$ cat src/rtl/rvfi_trace_buffer.sv
// Trace buffer: captures RVFI retirements into a FIFO that software reads out over a register bus.
// The bus answers one cycle after each request and never stalls; a retirement arriving while the FIFO is full is dropped and counted.
module rvfi_trace_buffer #(
  parameter int unsigned Depth        = 16,
  parameter int unsigned IrqThreshold = 8
) (
  input  logic        clk_i,
  input  logic        rst_i,
  input  logic        rvfi_valid_i,
  input  logic [63:0] rvfi_order_i,
  input  logic [31:0] rvfi_insn_i,
  input  logic        rvfi_trap_i,
  input  logic [31:0] rvfi_pc_rdata_i,
  input  logic [4:0]  rvfi_rd_addr_i,
  input  logic [31:0] rvfi_rd_wdata_i,
  input  logic        req_i,
  input  logic        we_i,
  input  logic [3:0]  be_i,
  input  logic [31:0] addr_i,
  input  logic [31:0] wdata_i,
  output logic        rvalid_o,
  output logic [31:0] rdata_o,
  output logic        err_o,
  output logic        irq_o
);

  localparam int unsigned AW = $clog2(Depth);
  localparam int unsigned CW = AW + 1;

  typedef struct packed {
    logic [31:0] pc;
    logic [31:0] insn;
    logic [31:0] wdata;
    logic [31:0] meta;
  } rec_t;

  rec_t          mem [Depth];
  logic [AW-1:0] wptr, rptr;
  logic [CW-1:0] count;
  logic          enable, overflow, order_err, have_last;
  logic [63:0]   last_order;
  logic [31:0]   drop_cnt;

  rec_t        rec_in, head;
  logic        empty, full;
  logic [2:0]  reg_idx;
  logic        bus_err, ctrl_wr, pop_wr, clear;
  logic        push_req, do_push, do_pop, drop, order_bad;
  logic [31:0] rd_val, status_word;
  logic [8:0]  count9;
  logic        unused_bits;

  assign unused_bits = ^{addr_i[31:5], addr_i[1:0], wdata_i[31:2]};

  always_comb begin
    rec_in       = '0;
    rec_in.pc    = rvfi_pc_rdata_i;
    rec_in.insn  = rvfi_insn_i;
    rec_in.wdata = rvfi_rd_wdata_i;
    rec_in.meta  = {rvfi_order_i[15:0], 10'b0, rvfi_trap_i, rvfi_rd_addr_i};
  end

  assign empty       = (count == '0);
  assign full        = (count == CW'(Depth));
  assign head        = empty ? '0 : mem[rptr];
  assign count9      = 9'(count);
  assign status_word = {12'b0, order_err, overflow, full, empty, 7'b0, count9};
  assign reg_idx     = addr_i[4:2];

  // Register decode; byte enables must cover the whole word for any access.
  always_comb begin
    bus_err = 1'b0;
    ctrl_wr = 1'b0;
    pop_wr  = 1'b0;
    rd_val  = '0;
    if (req_i) begin
      if (be_i != 4'hF) begin
        bus_err = 1'b1;
      end else if (we_i) begin
        case (reg_idx)
          3'd1:    ctrl_wr = 1'b1;
          3'd6:    pop_wr  = 1'b1;
          default: bus_err = 1'b1;
        endcase
      end else begin
        case (reg_idx)
          3'd0:    rd_val  = status_word;
          3'd1:    rd_val  = {31'b0, enable};
          3'd2:    rd_val  = head.pc;
          3'd3:    rd_val  = head.insn;
          3'd4:    rd_val  = head.wdata;
          3'd5:    rd_val  = head.meta;
          3'd6:    bus_err = 1'b1;
          default: rd_val  = drop_cnt;
        endcase
      end
    end
  end

  // Pop is evaluated first so a full FIFO can accept a push in the same cycle.
  assign clear     = ctrl_wr & wdata_i[1];
  assign push_req  = enable & rvfi_valid_i;
  assign do_pop    = pop_wr & ~empty & ~clear;
  assign do_push   = push_req & (~full | do_pop) & ~clear;
  assign drop      = push_req & full & ~do_pop & ~clear;
  assign order_bad = have_last & (rvfi_order_i != last_order + 64'd1);

  always_ff @(posedge clk_i) begin
    if (do_push) mem[wptr] <= rec_in;
  end

  always_ff @(posedge clk_i or posedge rst_i) begin
    if (rst_i) begin
      wptr       <= '0;
      rptr       <= '0;
      count      <= '0;
      enable     <= 1'b0;
      overflow   <= 1'b0;
      order_err  <= 1'b0;
      have_last  <= 1'b0;
      last_order <= '0;
      drop_cnt   <= '0;
      rvalid_o   <= 1'b0;
      err_o      <= 1'b0;
      rdata_o    <= '0;
      irq_o      <= 1'b0;
    end else begin
      if (clear) begin
        wptr       <= '0;
        rptr       <= '0;
        count      <= '0;
        overflow   <= 1'b0;
        order_err  <= 1'b0;
        have_last  <= 1'b0;
        last_order <= '0;
        drop_cnt   <= '0;
      end else begin
        if (do_push) wptr <= wptr + AW'(1);
        if (do_pop)  rptr <= rptr + AW'(1);
        count <= count + CW'(do_push) - CW'(do_pop);
        if (drop) begin
          overflow <= 1'b1;
          if (drop_cnt != 32'hFFFF_FFFF) drop_cnt <= drop_cnt + 32'd1;
        end
        if (do_push) begin
          last_order <= rvfi_order_i;
          have_last  <= 1'b1;
          if (order_bad) order_err <= 1'b1;
        end
      end
      if (ctrl_wr) enable <= wdata_i[0];
      rvalid_o <= req_i;
      err_o    <= bus_err;
      rdata_o  <= bus_err ? 32'b0 : rd_val;
      irq_o    <= enable & ((32'(count) >= IrqThreshold) | overflow);
    end
  end

endmodule

$ cat config.mk
export PLATFORM = sky130hd
export DESIGN_NAME = rvfi_trace_buffer
export DESIGN_NICKNAME = d
export VERILOG_FILES = /design/src/rtl/rvfi_trace_buffer.sv
export SDC_FILE = /design/constraint.sdc
export NUM_CORES = 2
export LEC_CHECK = 0
export BUFFER_PORTS_ARGS = -buffer_cell sky130_fd_sc_hd__buf_2
export CORE_MARGIN = 2
export CORE_UTILIZATION = 60
export CTS_BUF_LIST = sky130_fd_sc_hd__clkbuf_16
export DETAILED_ROUTE_END_ITERATION = 16
export PLACE_DENSITY = 0.81
export SLEW_MARGIN = 10
export SYNTH_ARGS = -nofsm -noshare
export SYNTH_HDL_FRONTEND = slang
export SYNTH_SLANG_ARGS = --single-unit
$ cat constraint.sdc
create_clock -name clk_i -period 29.6 [get_ports clk_i]
set_input_delay 5.92 -clock clk_i [delete_from_list [all_inputs] [get_ports clk_i]]
set_output_delay 5.92 -clock clk_i [all_outputs]
set_load 0.05 [all_outputs]
==> tab_implementation.tex <==
\begin{tabular}{lr}
\hline
Metric & Value \\
\hline
\multicolumn{2}{l}{\textbf{Setup path}} \\
\quad Worst EP arrival & 10660 ps \\
\quad Setup slack of the worst register-to-register path & 23690 ps \\
\quad Required time reported for the critical path endpoint & 30050 ps \\
\quad Critical Path, Cell by Cell & buf\_2 -> nand4b\_1 -> nor4\_2 -> buf\_4 -> nor2\_1 -> or2\_2 -> buf\_4 -> nor2\_1 -> nand2\_1 -> nor2\_4 -> buf\_4 -> buf\_4 \\
\quad Worst reg2reg path startpoint & rptr[0] \\
\quad Setup crit start kind & primary input \\
\quad Slowest CP cell & buf\_4 \\
\quad Critical path peak fanout & 66 \\
\quad Crit path kind & primary input to flip-flop \\
\quad Worst path most repeated cell & buf\_4 \\
\quad Crit path largest cell delay & 880 ps \\
\quad Critical path endpoint category & flip-flop \\
\quad Depth of the worst register-to-register path & 9 \\
\quad Critical R2R Capture & rdata\_o[23] \\
\multicolumn{2}{l}{\textbf{Placement}} \\
\quad Final HPWL DP & 104000 um \\
\quad Count of port buffers added during placement & 214 \\
\quad Worst setup slack after placement & 18680 ps \\
\quad Final GP Congestion & 0.867 \\
\multicolumn{2}{l}{\textbf{Clock network}} \\
\quad Clk slew on worst S/H paths & 60 ps \\
\quad Number of buffers on the longest clock path & 3 \\
\quad Clock Sink Count & 2036 \\
\quad Post-cts resize count & 0 \\
\quad Clock Latency Late Sink & 850 ps \\
\quad H-Tree Level Count & 4 \\
\quad Hold-fix buffers at CTS & 0 \\
\quad Buffers inserted during post-CTS setup optimization & 0 \\
\quad Number of buffers created by CTS & 193 \\
\quad Clock tree from TritonCTS & yes \\
\quad Root Buffer Master & clkbuf\_16 \\
\multicolumn{2}{l}{\textbf{Routing}} \\
\quad First-pass iteration count of the detailed router & 6 \\
\quad Routed WL per cell & 35.1 um \\
\quad Via count of the routed design & 41600 \\
\quad Post-detailed-routing wire length & 210000 um \\
\quad Count of routing violations after the opening detailed-route iteration & 6440 \\
\quad Remaining DRCs & 0 \\
\quad Per-cell via count in the routed design & 6.95 \\
\quad Antenna Nets Post-Route & 0 \\
\multicolumn{2}{l}{\textbf{Hold path}} \\
\quad Number of stages on the worst hold path & 2 \\
\quad Worst min-delay path endpoint & have\_last \\
\quad Type of the tightest min-delay check & flip-flop to flip-flop \\
\quad Startpoint of the tightest hold check path & have\_last \\
\multicolumn{2}{l}{\textbf{Finish}} \\
\quad Layout Area Growth over Synthesis & 11.9\% \\
\quad Total area of multi-input combinational cells & 0.0188 mm2 \\
\quad Nets & 4292 \\
\quad Fillcell total & 7686 \\
\quad Final Util & 67.9\% \\
\quad Fraction of layout cells with a size suffix above 1 & 28.2\% \\
\quad Area occupied by registers & 0.0604 mm2 \\
\multicolumn{2}{l}{\textbf{STA}} \\
\quad Worst slew margin relative to its limit & 19.4\% \\
\quad Final max-slew violation count & 0 \\
\quad Final hold slack & 515 ps \\
\quad Shortest period the worst path allows & 10210 ps \\
\quad Least-Margin Pin Slew & 1210 ps \\
\quad Final critical-path setup slack & 19390 ps \\
\quad Unrepaired setup endpoints after global routing & false \\
\quad Setup violators final & 0 \\
\quad Highest achievable clock rate & 97.9 MHz \\
\quad Count of final hold-check violations & 0 \\
\quad Final setup TNS & 0 ps \\
\quad Share of the clock period used by the worst path & 34.5\% \\
\quad Layout Skew & 66.4 ps \\
\multicolumn{2}{l}{\textbf{Power}} \\
\quad Leakage & 28.6 nW \\
\quad Total power divided by cell area & 69.4 mW/mm2 \\
\quad Max IR drop VDD & 0.0000721 V \\
\quad Total power after layout & 6.21 mW \\
\multicolumn{2}{l}{\textbf{Synthesis}} \\
\quad Yosys warning count & 0 \\
\quad Flip-flop and latch count after synthesis & 2036 \\
\quad Async set-reset flop share out of synthesis & 7.27\% \\
\quad Sequential-to-total area share from yosys stat & 75.5\% \\
\quad Synthesized area per cell & 21.3 um2 \\
\quad Library cell with the highest instance count after synthesis & edfxtp\_1 \\
\quad Area of the mapped netlist & 0.0799 mm2 \\
\quad Most used flip-flop cell after synthesis & edfxtp\_1 \\
\quad Number of enable flip-flop cells after synthesis & 1888 \\
\quad Top cells by area in the synthesized netlist & edfxtp\_1, mux4\_2, dfrtp\_1 \\
\quad Area fraction of the dominant cell type after synthesis & 70.9\% \\
\quad Number of standard cells after synthesis & 3754 \\
\quad Cell taking the most area after synthesis & edfxtp\_1 \\
\quad Post-synthesis net count & 4008 \\
\quad Distinct cell type count after synthesis & 65 \\
\quad Top post-synthesis cells by count & edfxtp\_1, mux4\_2, nand2\_1 \\
\multicolumn{2}{l}{\textbf{Floorplanning}} \\
\quad Starting Density & 60.7\% \\
\quad Cell row count & 133 \\
\quad Area of the core & 0.132 mm2 \\
\quad Die footprint & 0.136 mm2 \\
\quad Die X & 369 um \\
\quad Die Ht & 369 um \\
\quad Boundary pin count & 274 \\
\multicolumn{2}{l}{\textbf{Status}} \\
\quad Result of the run & finished, final reports clean \\
\multicolumn{2}{l}{\textbf{GRT}} \\
\quad Maximum number of pins on one net before global-route repair & 139 \\
\quad Initial antenna violation count & 43 \\
\quad Aggregate global routing overflow & 0 \\
\quad Number of global-route vias before repair & 42600 \\
\quad Overall Global Routing Usage & 31.3\% \\
\quad First-pass GRT wire length & 303000 um \\
\multicolumn{2}{l}{\textbf{Run}} \\
\quad Max cap viols & 0 \\
\hline
\end{tabular}
[flip-flops by register name (all words and copies together) (netlist names), 4 cells and up]
register / cells
drop_cnt: 32
wptr: 4
rptr: 4
mem: 1888
count: 5
rdata_o: 32
last_order: 64
[kinds of logic (layout without fill, tap and decap cells)]
kind of cell             Yosys count  in the layout  share of synthesized area (%)
AO/OA/AOI/OAI                    254            254                           1.92
XOR/XNOR                         122            122                           1.34
adder cells (fa/ha/maj)           15             15                          0.244
buffers and inverters            220            669                           1.14
flip-flops                      2036           2036                           75.5
multiplexers                     609            609                           16.9
other                              0             22                              0
AND/OR/NAND/NOR                  498            498                           2.96
[area by class of cell]
cell class                 instances  share of cell area, %
antenna                           22                 0.0616
timing repair buffer             288                   1.92
tap                             1755                   2.46
clock inverter                   165                   1.47
sequential                      2036                   67.5
multi-input combinational       1498                   21.0
clock buffer                     195                   5.46
inverter                          21                 0.0937
[per-stage QoR]
stage                     instance area [um2]  instances
after detailed placement                83200       5598
after global placement                  83200       5598
after CTS                               89400       5958
after global routing                    89400       5971
final                                   89400       5980
after floorplan                         79900       3754
[critical path, delay by kind of cell]
family	cells	cell delay (ps)
buffers and inverters	5	2580
AND/OR/NAND/NOR	7	2080
[metal layers]
metal  routed length [um]  vias to the layer above  global-route usage [%]
met4                 7840                       28                    11.4
met2               105000                     3192                    51.5
met1                71600                    21600                    41.5
met5                  180                        -                       0
li1                     -                    16200                       -
met3                24700                      547                    7.37
[layout by cell type (no fill, tap or decap), types with 5 or more instances in the layout]
cell type	n
inv_1	73
buf_12	7
mux4_2	590
inv_16	5
a22oi_1	53
nand4b_1	5
buf_2	214
dfrtp_1	144
xnor2_1	77
xor2_1	45
clkinv_1	41
and3_1	16
or4_1	5
nor3_1	20
edfxtp_1	1888
a221oi_1	6
or3_1	16
diode_2	22
inv_6	7
and2_1	5
nor2_4	14
a21oi_1	129
ha_1	14
nand2_1	192
buf_4	67
nand4_1	31
nor2_1	99
mux2i_1	16
bufinv_16	16
clkinvlp_4	9
o21ai_0	30
and4_1	7
nor4_1	11
nand3_1	39
clkbuf_16	195
clkinv_2	27
[where the power goes]
| part | leakage [nW] | internal, mW | switching (mW) |
|---|---|---|---|
| Clock | 3.21 | 1.34 | 1.09 |
| Sequential | 19.0 | 3.18 | 0.0631 |
| Combinational | 6.48 | 0.239 | 0.283 |
[worst max-delay path by stage]
stage	slack, ps	cells after the start	startpoint	end
detailed placement	18680	12	addr_i[2]	mem[14][50]
floorplan	13340	8	addr_i[2]	mem[0][0]
global route	19310	12	addr_i[2]	mem[14][85]
CTS	19510	12	addr_i[2]	mem[14][19]
global placement	18690	12	addr_i[2]	mem[14][50]
finish	19390	12	addr_i[2]	mem[14][85]
Note: power is estimated with default switching activity, not from simulation.
